### src/rtl/line_fill_controller.sv
// line_fill_controller: cache line miss handler.
// Chooses a victim way, optionally writes back a dirty victim, then fills the
// line from memory beat by beat and commits the new tag.
// Build option: define WRITEBACK_EN to include the eviction path
// (EVICT_REQ/EVICT_DATA). Without it, way_dirty is ignored and every miss is
// a direct fill.
module line_fill_controller #(
  parameter int unsigned WAYS       = 8,
  parameter int unsigned TAG_BITS   = 10,
  parameter int unsigned INDEX_BITS = 6,
  parameter int unsigned BEAT_BITS  = 64,
  parameter int unsigned BEATS      = 8
) (
  input  logic                             clk,
  input  logic                             rst_n,
  // miss request
  input  logic                             miss_valid,
  output logic                             miss_ready,
  input  logic [TAG_BITS-1:0]              miss_tag,
  input  logic [INDEX_BITS-1:0]            miss_index,
  // set state at miss_index
  input  logic [WAYS-1:0]                  way_valid,
  input  logic [WAYS-1:0]                  way_dirty,
  input  logic [WAYS*TAG_BITS-1:0]         way_tags,
  // memory request channel
  output logic                             mem_req_valid,
  input  logic                             mem_req_ready,
  output logic                             mem_req_we,
  output logic [TAG_BITS+INDEX_BITS-1:0]   mem_req_addr,
  // memory data channels
  input  logic                             mem_rdata_valid,
  input  logic [BEAT_BITS-1:0]             mem_rdata,
  output logic                             mem_wdata_valid,
  input  logic                             mem_wdata_ready,
  output logic [BEAT_BITS-1:0]             mem_wdata,
  // data array port
  output logic [$clog2(WAYS)-1:0]          arr_way,
  output logic [INDEX_BITS-1:0]            arr_index,
  output logic [$clog2(BEATS)-1:0]         arr_beat,
  input  logic [BEAT_BITS-1:0]             arr_rd_data,
  output logic                             arr_we,
  output logic [BEAT_BITS-1:0]             arr_wdata,
  // tag array update / completion
  output logic                             tag_we,
  output logic                             fill_done,
  output logic [$clog2(WAYS)-1:0]          fill_way
);

  localparam int unsigned WAY_W  = $clog2(WAYS);
  localparam int unsigned BEAT_W = $clog2(BEATS);
  localparam int unsigned ADDR_W = TAG_BITS + INDEX_BITS;

  localparam logic [BEAT_W-1:0] LAST_BEAT = BEAT_W'(BEATS - 1);
  localparam logic [WAY_W-1:0]  LAST_WAY  = WAY_W'(WAYS - 1);

  typedef enum logic [2:0] {
    S_IDLE       = 3'd0,
`ifdef WRITEBACK_EN
    S_EVICT_REQ  = 3'd1,
    S_EVICT_DATA = 3'd2,
`endif
    S_FILL_REQ   = 3'd3,
    S_FILL_DATA  = 3'd4,
    S_UPDATE     = 3'd5
  } state_t;

  state_t                r_state;
  logic                  r_miss_ready;
  logic                  r_req_valid;
  logic [ADDR_W-1:0]     r_req_addr;
  logic [BEAT_W-1:0]     r_beat;
  logic [WAY_W-1:0]      r_rr;
  logic [WAY_W-1:0]      r_victim;
  logic [INDEX_BITS-1:0] r_index;
  logic                  r_update;

  logic [WAY_W-1:0]      w_victim;
  logic                  w_all_valid;
  logic [WAY_W-1:0]      w_rr_next;

`ifdef WRITEBACK_EN
  logic                  r_req_we;
  logic                  r_wdata_valid;
  logic [TAG_BITS-1:0]   r_tag;
  logic [TAG_BITS-1:0]   w_victim_tag;
  logic                  w_victim_dirty;
`endif

  assign w_all_valid = &way_valid;
  assign w_rr_next   = (r_rr == LAST_WAY) ? '0 : r_rr + WAY_W'(1);

  // Victim: lowest invalid way, else the round-robin way.
  always_comb begin
    w_victim = r_rr;
    for (int w = int'(WAYS) - 1; w >= 0; w--) begin
      if (!way_valid[w]) begin
        w_victim = WAY_W'(w);
      end
    end
  end

`ifdef WRITEBACK_EN
  // Tag and dirty status of the chosen victim, needed to decide on eviction.
  always_comb begin
    w_victim_tag   = '0;
    w_victim_dirty = 1'b0;
    for (int w = 0; w < int'(WAYS); w++) begin
      if (w_victim == WAY_W'(w)) begin
        w_victim_tag   = way_tags[w*TAG_BITS +: TAG_BITS];
        w_victim_dirty = way_valid[w] & way_dirty[w];
      end
    end
  end
`endif

  // Miss-handling FSM; all handshake and status outputs are registered here.
  always_ff @(posedge clk or negedge rst_n) begin
    if (!rst_n) begin
      r_state       <= S_IDLE;
      r_miss_ready  <= 1'b1;
      r_req_valid   <= 1'b0;
      r_req_addr    <= '0;
      r_beat        <= '0;
      r_rr          <= '0;
      r_victim      <= '0;
      r_index       <= '0;
      r_update      <= 1'b0;
`ifdef WRITEBACK_EN
      r_req_we      <= 1'b0;
      r_wdata_valid <= 1'b0;
      r_tag         <= '0;
`endif
    end else begin
      case (r_state)
        S_IDLE: begin
          if (miss_valid && r_miss_ready) begin
            r_index      <= miss_index;
            r_victim     <= w_victim;
            r_miss_ready <= 1'b0;
            r_req_valid  <= 1'b1;
            if (w_all_valid) begin
              r_rr <= w_rr_next;
            end
`ifdef WRITEBACK_EN
            r_tag <= miss_tag;
            if (w_victim_dirty) begin
              r_state    <= S_EVICT_REQ;
              r_req_we   <= 1'b1;
              r_req_addr <= {w_victim_tag, miss_index};
            end else
`endif
            begin
              r_state    <= S_FILL_REQ;
              r_req_addr <= {miss_tag, miss_index};
            end
          end
        end

`ifdef WRITEBACK_EN
        S_EVICT_REQ: begin
          if (mem_req_ready) begin
            r_req_valid   <= 1'b0;
            r_req_we      <= 1'b0;
            r_beat        <= '0;
            r_wdata_valid <= 1'b1;
            r_state       <= S_EVICT_DATA;
          end
        end

        S_EVICT_DATA: begin
          if (mem_wdata_ready) begin
            if (r_beat == LAST_BEAT) begin
              r_beat        <= '0;
              r_wdata_valid <= 1'b0;
              r_req_valid   <= 1'b1;
              r_req_addr    <= {r_tag, r_index};
              r_state       <= S_FILL_REQ;
            end else begin
              r_beat <= r_beat + BEAT_W'(1);
            end
          end
        end
`endif

        S_FILL_REQ: begin
          if (mem_req_ready) begin
            r_req_valid <= 1'b0;
            r_beat      <= '0;
            r_state     <= S_FILL_DATA;
          end
        end

        S_FILL_DATA: begin
          if (mem_rdata_valid) begin
            if (r_beat == LAST_BEAT) begin
              r_beat   <= '0;
              r_update <= 1'b1;
              r_state  <= S_UPDATE;
            end else begin
              r_beat <= r_beat + BEAT_W'(1);
            end
          end
        end

        S_UPDATE: begin
          r_update     <= 1'b0;
          r_miss_ready <= 1'b1;
          r_state      <= S_IDLE;
        end

        default: begin
          r_state      <= S_IDLE;
          r_miss_ready <= 1'b1;
          r_req_valid  <= 1'b0;
          r_update     <= 1'b0;
        end
      endcase
    end
  end

  assign miss_ready    = r_miss_ready;
  assign mem_req_valid = r_req_valid;
  assign mem_req_addr  = r_req_addr;
  assign arr_way       = r_victim;
  assign arr_index     = r_index;
  assign arr_beat      = r_beat;
  assign tag_we        = r_update;
  assign fill_done     = r_update;
  assign fill_way      = r_victim;

  // Fill beats go straight into the array in the cycle they arrive.
  assign arr_we    = (r_state == S_FILL_DATA) && mem_rdata_valid;
  assign arr_wdata = arr_we ? mem_rdata : '0;

`ifdef WRITEBACK_EN
  // Writeback data is the combinational array read at the held beat address.
  assign mem_req_we      = r_req_we;
  assign mem_wdata_valid = r_wdata_valid;
  assign mem_wdata       = r_wdata_valid ? arr_rd_data : '0;
`else
  assign mem_req_we      = 1'b0;
  assign mem_wdata_valid = 1'b0;
  assign mem_wdata       = '0;

  logic w_unused;
  assign w_unused = ^{way_dirty, way_tags, arr_rd_data, mem_wdata_ready};
`endif

endmodule

### config.mk
export PLATFORM = sky130hd
export DESIGN_NAME = line_fill_controller
export DESIGN_NICKNAME = d
export VERILOG_FILES = /design/src/rtl/line_fill_controller.sv
export SDC_FILE = /design/constraint.sdc
export NUM_CORES = 1
export LEC_CHECK = 0
export BUFFER_PORTS_ARGS = -buffer_cell sky130_fd_sc_hd__buf_4
export CAP_MARGIN = 15
export CORE_AREA = 10 10 153 155
export DETAILED_ROUTE_END_ITERATION = 12
export DIE_AREA = 0 0 163 165
export HOLD_SLACK_MARGIN = 0.03
export PLACE_DENSITY_LB_ADDON = 0.2
export SLEW_MARGIN = 20
export SYNTH_ARGS = -nofsm -noshare
export SYNTH_HDL_FRONTEND = slang
export SYNTH_SLANG_ARGS = --single-unit
### constraint.sdc
create_clock -name clk -period 2 [get_ports clk]
set_input_delay 0.4 -clock clk [delete_from_list [all_inputs] [get_ports clk]]
set_output_delay 0.4 -clock clk [all_outputs]
set_load 0.1 [all_outputs]
==> results of run 1 <==
## logic make-up (layout without fill, tap and decap cells)
logic type / after synthesis / in the layout / share of synthesized area, %
AO/OA/AOI/OAI: 17 / 17 / 4.99
adder cells (fa/ha/maj): 4 / 4 / 2.04
buffers and inverters: 91 / 220 / 26.5
flip-flops: 31 / 31 / 31.6
multiplexers: 22 / 22 / 10.1
other: 1 / 66 / 0.153
AND/OR/NAND/NOR: 93 / 93 / 24.6
## critical path: stages (launching register included)
cell and delay [ns]:
dfrtp_1 0.37, and4bb_4 0.37, buf_12 0.15, clkbuf_16 0.17
and2_4 0.15, buf_12 0.16
## placed cells by master (no fill, tap or decap), drive strengths merged, types with 4 or more instances in the layout
master / Yosys / routed
and2: 64 / 64
nand2b: 4 / 4
nor2: 4 / 4
o21ai: 4 / 4
dfrtp: 30 / 30
buf: 81 / 208
conb: 1 / 66
mux2: 22 / 22
nand2: 4 / 4
ha: 4 / 4
clkbuf: 7 / 6
## sequential cells by signal, summed over array words and instances, names as in the netlist
| register | flops |
|---|---|
| miss_ready | 1 |
| mem_req_addr | 16 |
| mem_req_valid | 1 |
| arr_beat | 3 |
| arr_way | 3 |
| r_rr | 3 |
| fill_done | 1 |
| r_state | 3 |
## power by group through the flow
stage	clock network (W)	registers, W	logic, W
after CTS	0.000900	0.00106	0.00527
after detailed placement	0	0.00106	0.00495
final	0.000863	0.00105	0.00525
after global placement	0	0.00106	0.00495
after global routing	0.000923	0.00109	0.00541
after floorplan	0	0.00273	0.00251
## layer usage
metal	part of all wire, %	vias up	track usage [%]
met4	1.7	0	1.72
met2	54	183	15.2
met1	31	1097	6.98
met5	0	-	0
li1	-	1088	-
met3	13	12	3.61
## path summary, 6_finish.rpt
check | cells after the start | slack (ns) | end
worst max-delay path | 5 | -0.06 | arr_wdata[51]
worst min-delay path | 1 | 0.06 | mem_req_addr[0]
worst max register to register | 6 | 0.16 | r_rr[0]
worst min register to register | 1 | 0.51 | mem_req_addr[15]
max in group asynchronous | 1 | 1.60 | miss_ready
min in group clk | 2 | 0.35 | mem_req_addr[1]
## cell type report
| cell class | count | area share [%] |
|---|---|---|
| repair buffers | 209 | 48.1 |
| multi-input cells | 202 | 27.2 |
| flip-flops and latches | 31 | 14.8 |
| well taps | 270 | 6.42 |
| clock buffers | 5 | 2.38 |
| clock inverters | 3 | 0.833 |
| inverters | 3 | 0.214 |
## through the flow
step / setup slack (ns) / setup TNS (ns) / total power [W]
6_report: -0.0602 / -1.76 / 0.00717
5_1_grt: -0.130 / -6.67 / 0.00743
4_1_cts: -0.0864 / -2.85 / 0.00723
3_5_place_dp: 0.0509 / 0 / 0.00602
3_3_place_gp: 0.0460 / 0 / 0.00601
2_1_floorplan: 0.0365 / 0 / 0.00524
## timing repair
action,CTS,global route
gates resized for setup,206,6
hold buffers,0,0
setup endpoints to repair,65,68
gates cloned,5,1
pin swaps,7,26
setup buffers,5,0
==> results.yml, run 1 <==
run_status:
  status: "finished with violations"
  violations: "negative setup slack"
logic_synthesis:
  syn_inst: 259
  ys_warn_count: 0
  synth.most_common_cell: "buf_4"
  synth.area.top_cells: "dfrtp_1 31%, buf_4 24%, and2_1 16%"
  yosysTopAreaCell: "dfrtp_1"
  synth_top_area_share_pct: 30.6
  synth_area_sq_mm: 0.00246
  yosys_most_used_dff: "dfrtp_1"
  synthTopCellsByCount: "78 x buf_4, 64 x and2_1, 30 x dfrtp_1"
  seq_area_frac_synth_pct: 31.6
  synth.distinct_cells: 38
  synth_edf_count: 0
  synth_seq_cells: 31
  avgSynthCellArea_sq_um: 9.48
  postSynth.asyncResetShare_pct: 100
detailed_routing:
  final_antenna_net_count: 0
  vias: 2380
  drtIter0Drc: 82
  vias_per_cell: 3.29
  wl_per_cell_microns: 16.2
  wl_microns: 11700
  firstDrtPassIters: 4
  drc: 0
cells_and_area:
  fin_nets: 702
  regArea_sq_um: 777
  final_cells: 723
  final_util_pct: 26.1
  drive_gt1_share_pct: 68.2
  nFillCells: 2097
  multi_input_area_sq_mm: 0.00143
  area_growth_pct: 114
  n_antenna_cell: 0
  final_area_sq_mm: 0.00526
cts:
  ctsHtreeMaxLevel: 2
  cts-root-buf: "clkbuf_16"
  clock-sinks: 31
  clk_pin_slew_ns: 0.05
  cts_tree: "built"
  insertion_delay_ns: 0.27
  cts_buffer_depth: 2
  numCtsBuffers: 5
grt:
  grt_pass1_vias: 2630
  antenna_found_initial: 0
  grt_usage_pct: 7.73
  overflow: 0
  grt_start_max_net_pins: 32
  grt_pass1_wl_microns: 16200
floorplanning:
  ios: 412
  chipWidth_microns: 163
  initial_core_util_pct: 12.2
  die_area_sq_mm: 0.0269
  rows: 52
  core-area_sq_mm: 0.0202
  die_h_microns: 165
sta:
  drv_slew: 0
  min_period_over_period_pct: 103
  fin_worst_skew_ns: 0.00409
  finalWorstSetupSlack_ns: -0.0602
  fin_crit_ns: 2.06
  fmax_mhz: 485
  rsz0062_at_grt: "true"
  hold-worst-slack_ns: 0.0609
  setup_viol: 64
  hold_viol: 0
setup_path:
  cp-startpoint: "r_state[1]"
  critical_path_required_ns: 1.60
  cp_data_arrival_time_ns: 1.66
  rr_startpoint: "r_state[0]"
  path_class: "register to output pin"
  crit_path_max_fanout: 8
  critPathCaptureType: "output pin"
  critPathLaunchType: "register"
placed_design:
  numPortBuffers: 192
  dpl.cell_count: 704
  gp_congestion: 0.831
  dp_hpwl_microns: 8770
  placed_cell_area_sq_mm: 0.00405
power_and_ir_drop:
  vdd.ir_drop.worst_mv: 1.04
  seq_power_share_pct: 14.7
  pwr_density_cell_mw_per_mm2: 1360
  p_sw_w: 0.00445
  comb_power_share_pct: 73.3
  switching_share_pct: 62.1
  p_int_w: 0.00272
  leakage_nw: 2.51
  power_frac_clock_pct: 12.0
hold_path:
  hp-class: "primary input to asynchronous set/reset pin"
run:
  max_cap_viol_count: 0
(Power assumes the default switching activity.)
==> inputs of run 2 (changes only) <==
- CELL_PAD_IN_SITES_DETAIL_PLACEMENT: default -> 0
- CELL_PAD_IN_SITES_GLOBAL_PLACEMENT: default -> 1
- CORE_AREA: 10 10 153 155 -> 10 10 151 153
- DIE_AREA: 0 0 163 165 -> 0 0 161 163
==> run 2 against run 1 <==
The flow still finishes with violations (negative setup slack). Via count decreased by 3.9%. Worst hold slack improved by 0.0093 ns. Setup slack improved by 0.031 ns. Sequential share of layout area increased by 0.22 points. Clock power decreased by 16%. Flip-flop and latch count unchanged. Critical path type unchanged. Largest cell class unchanged.
==> results.yml, run 2 (same netlist as run 1, synthesis figures left out) <==
run_status:
  status: "finished with violations"
  violations: "negative setup slack"
sta:
  hold_viol: 0
  setup_viol: 35
  finalWorstSetupSlack_ns: -0.0290
  fin_worst_skew_ns: 0.00489
  fin_crit_ns: 2.03
  rsz0062_at_grt: "true"
  fmax_mhz: 493
  min_period_over_period_pct: 101
  drv_slew: 0
detailed_routing:
  vias: 2288
  vias_per_cell: 3.17
  drc: 0
  final_antenna_net_count: 0
  top_layer: "met4"
  wl_microns: 11400
  dr_wl_met3_microns: 1200
  firstDrtPassIters: 4
  wl_met2_microns: 5690
  wl_per_cell_microns: 15.8
  drtIter0Drc: 58
  wl_met1_microns: 4470
cts:
  cts-root-buf: "clkbuf_16"
  insertion_delay_ns: 0.27
  clock-sinks: 31
  cts_buffer_depth: 2
  cts_tree: "built"
  ctsHtreeMaxLevel: 2
  clk_pin_slew_ns: 0.05
  numCtsBuffers: 5
  hold_buffers: 0
placed_design:
  dpl.cell_count: 706
  numPortBuffers: 192
  gp_congestion: 0.726
  dp_hpwl_microns: 9140
floorplanning:
  core-area_sq_mm: 0.0199
  die_h_microns: 163
  initial_core_util_pct: 12.3
  die_area_sq_mm: 0.0262
  rows: 52
  ios: 412
  chipWidth_microns: 161
cells_and_area:
  final_cell_mix: "134 x buf_4, 68 x buf_12, 66 x conb_1, 55 x and2_4, 30 x dfrtp_1"
  final_util_pct: 26.0
  drive_gt1_share_pct: 67.7
  fin_nets: 701
  layout_commonest_cell: "buf_4"
  n_antenna_cell: 0
  largest_reg_flops: 16
  final_cells: 722
  nFillCells: 2136
  area_growth_pct: 111
power_and_ir_drop:
  seq_power_share_pct: 15.1
  comb_power_share_pct: 74.6
  p_int_w: 0.00258
  leakage_nw: 2.47
  vdd.ir_drop.worst_mv: 1.30
  power_frac_clock_pct: 10.3
  p_sw_w: 0.00443
  switching_share_pct: 63.2
  total_power_w: 0.00700
  pwr_density_cell_mw_per_mm2: 1350
setup_path:
  critPathLaunchType: "register"
  cpLargestDelayFamily: "simple AND/OR/NAND/NOR gates"
  reg2reg_setup_slack_ns: 0.14
  path_class: "register to output pin"
  critical_path_required_ns: 1.60
  rr_startpoint: "r_state[1]"
  cp_slowest_cell: "dfrtp_1"
  cpMostUsedCell: "buf_12"
  rr_worst_depth: 6
  slowest_delay_ns: 0.37
  cp.buffers_inverters: 3
  cp_data_arrival_time_ns: 1.63
  rr_endpoint: "r_rr[1]"
  crit_chain: "and4bb_4 > buf_12 > clkbuf_16 > and2_4 > buf_12"
  critPathCaptureType: "output pin"
  crit_path_max_fanout: 7
run:
  max_cap_viol_count: 0
grt:
  overflow: 0
  grt_start_max_net_pins: 32
  antenna_found_initial: 0
  grt_usage_pct: 7.54
  grt_pass1_vias: 2464
  grt_pass1_wl_microns: 15600
hold_path:
  hp-class: "primary input to asynchronous set/reset pin"
run 2: cell count changes in the layout (fill, tap and decap cells not counted), sizes merged:
| cell | delta |
|---|---|
| clkinv | -1 |
| buf | -3 |
| bufinv | -1 |
| clkbuf | +4 |
run 2: cell type report:
class / instances / area, sq um / area share (%)
Clock buffer: 7 / 133 / 2.56
Tap cell: 270 / 338 / 6.52
Clock inverter: 1 / 5.00 / 0.0966
Multi-Input combinational cell: 202 / 1430 / 27.5
Timing Repair Buffer: 208 / 2490 / 48.1
Inverter: 3 / 11.3 / 0.217
Sequential cell: 31 / 777 / 15.0
run 2: timing repair:
item                                    CTS  global route
pin swaps                                30             8
resized for setup                       198             6
endpoints found under the setup margin   65            64
gates cloned                              1             4
setup buffers                             0             3
run 2: metrics by stage:
stage | TNS [ns] | cell area, sq um | hold slack, ns | worst slack, ns
after floorplan | 0 | 2850 | 0.104 | 0.0365
after global placement | 0 | 4070 | 0.376 | 0.0998
after detailed placement | 0 | 4070 | 0.378 | 0.0857
after CTS | -1.48 | 5050 | 0.0867 | -0.0503
after global routing | -2.92 | 5180 | 0.103 | -0.0687
final | -0.462 | 5180 | 0.0702 | -0.0290
run 2: worst max path at each step:
stage                         start            end  slack (ns)  cells after the start
finish                   r_state[1]  arr_wdata[31]       -0.03                      5
global route             r_state[1]   arr_wdata[2]       -0.07                      5
CTS                      r_state[0]  arr_wdata[59]       -0.05                      4
detailed placement  mem_rdata_valid  arr_wdata[44]        0.09                      5
global placement    mem_rdata_valid  arr_wdata[44]         0.1                      5
floorplan                miss_ready        r_rr[0]        0.04                      4
run 2: power by group through the flow:
stage | Sequential (W) | Clock, W | Combinational (W)
2_1_floorplan | 0.00273 | 0 | 0.00251
3_3_place_gp | 0.00106 | 0 | 0.00497
3_5_place_dp | 0.00106 | 0 | 0.00496
4_1_cts | 0.00107 | 0.000755 | 0.00519
5_1_grt | 0.00110 | 0.000788 | 0.00538
6_report | 0.00106 | 0.000724 | 0.00522
run 2: routing by layer:
metal,GRT usage [%],up-vias
li1,-,1090
met2,12.6,141
met5,0,-
met4,1.24,0
met3,3.74,6
met1,8.65,1051
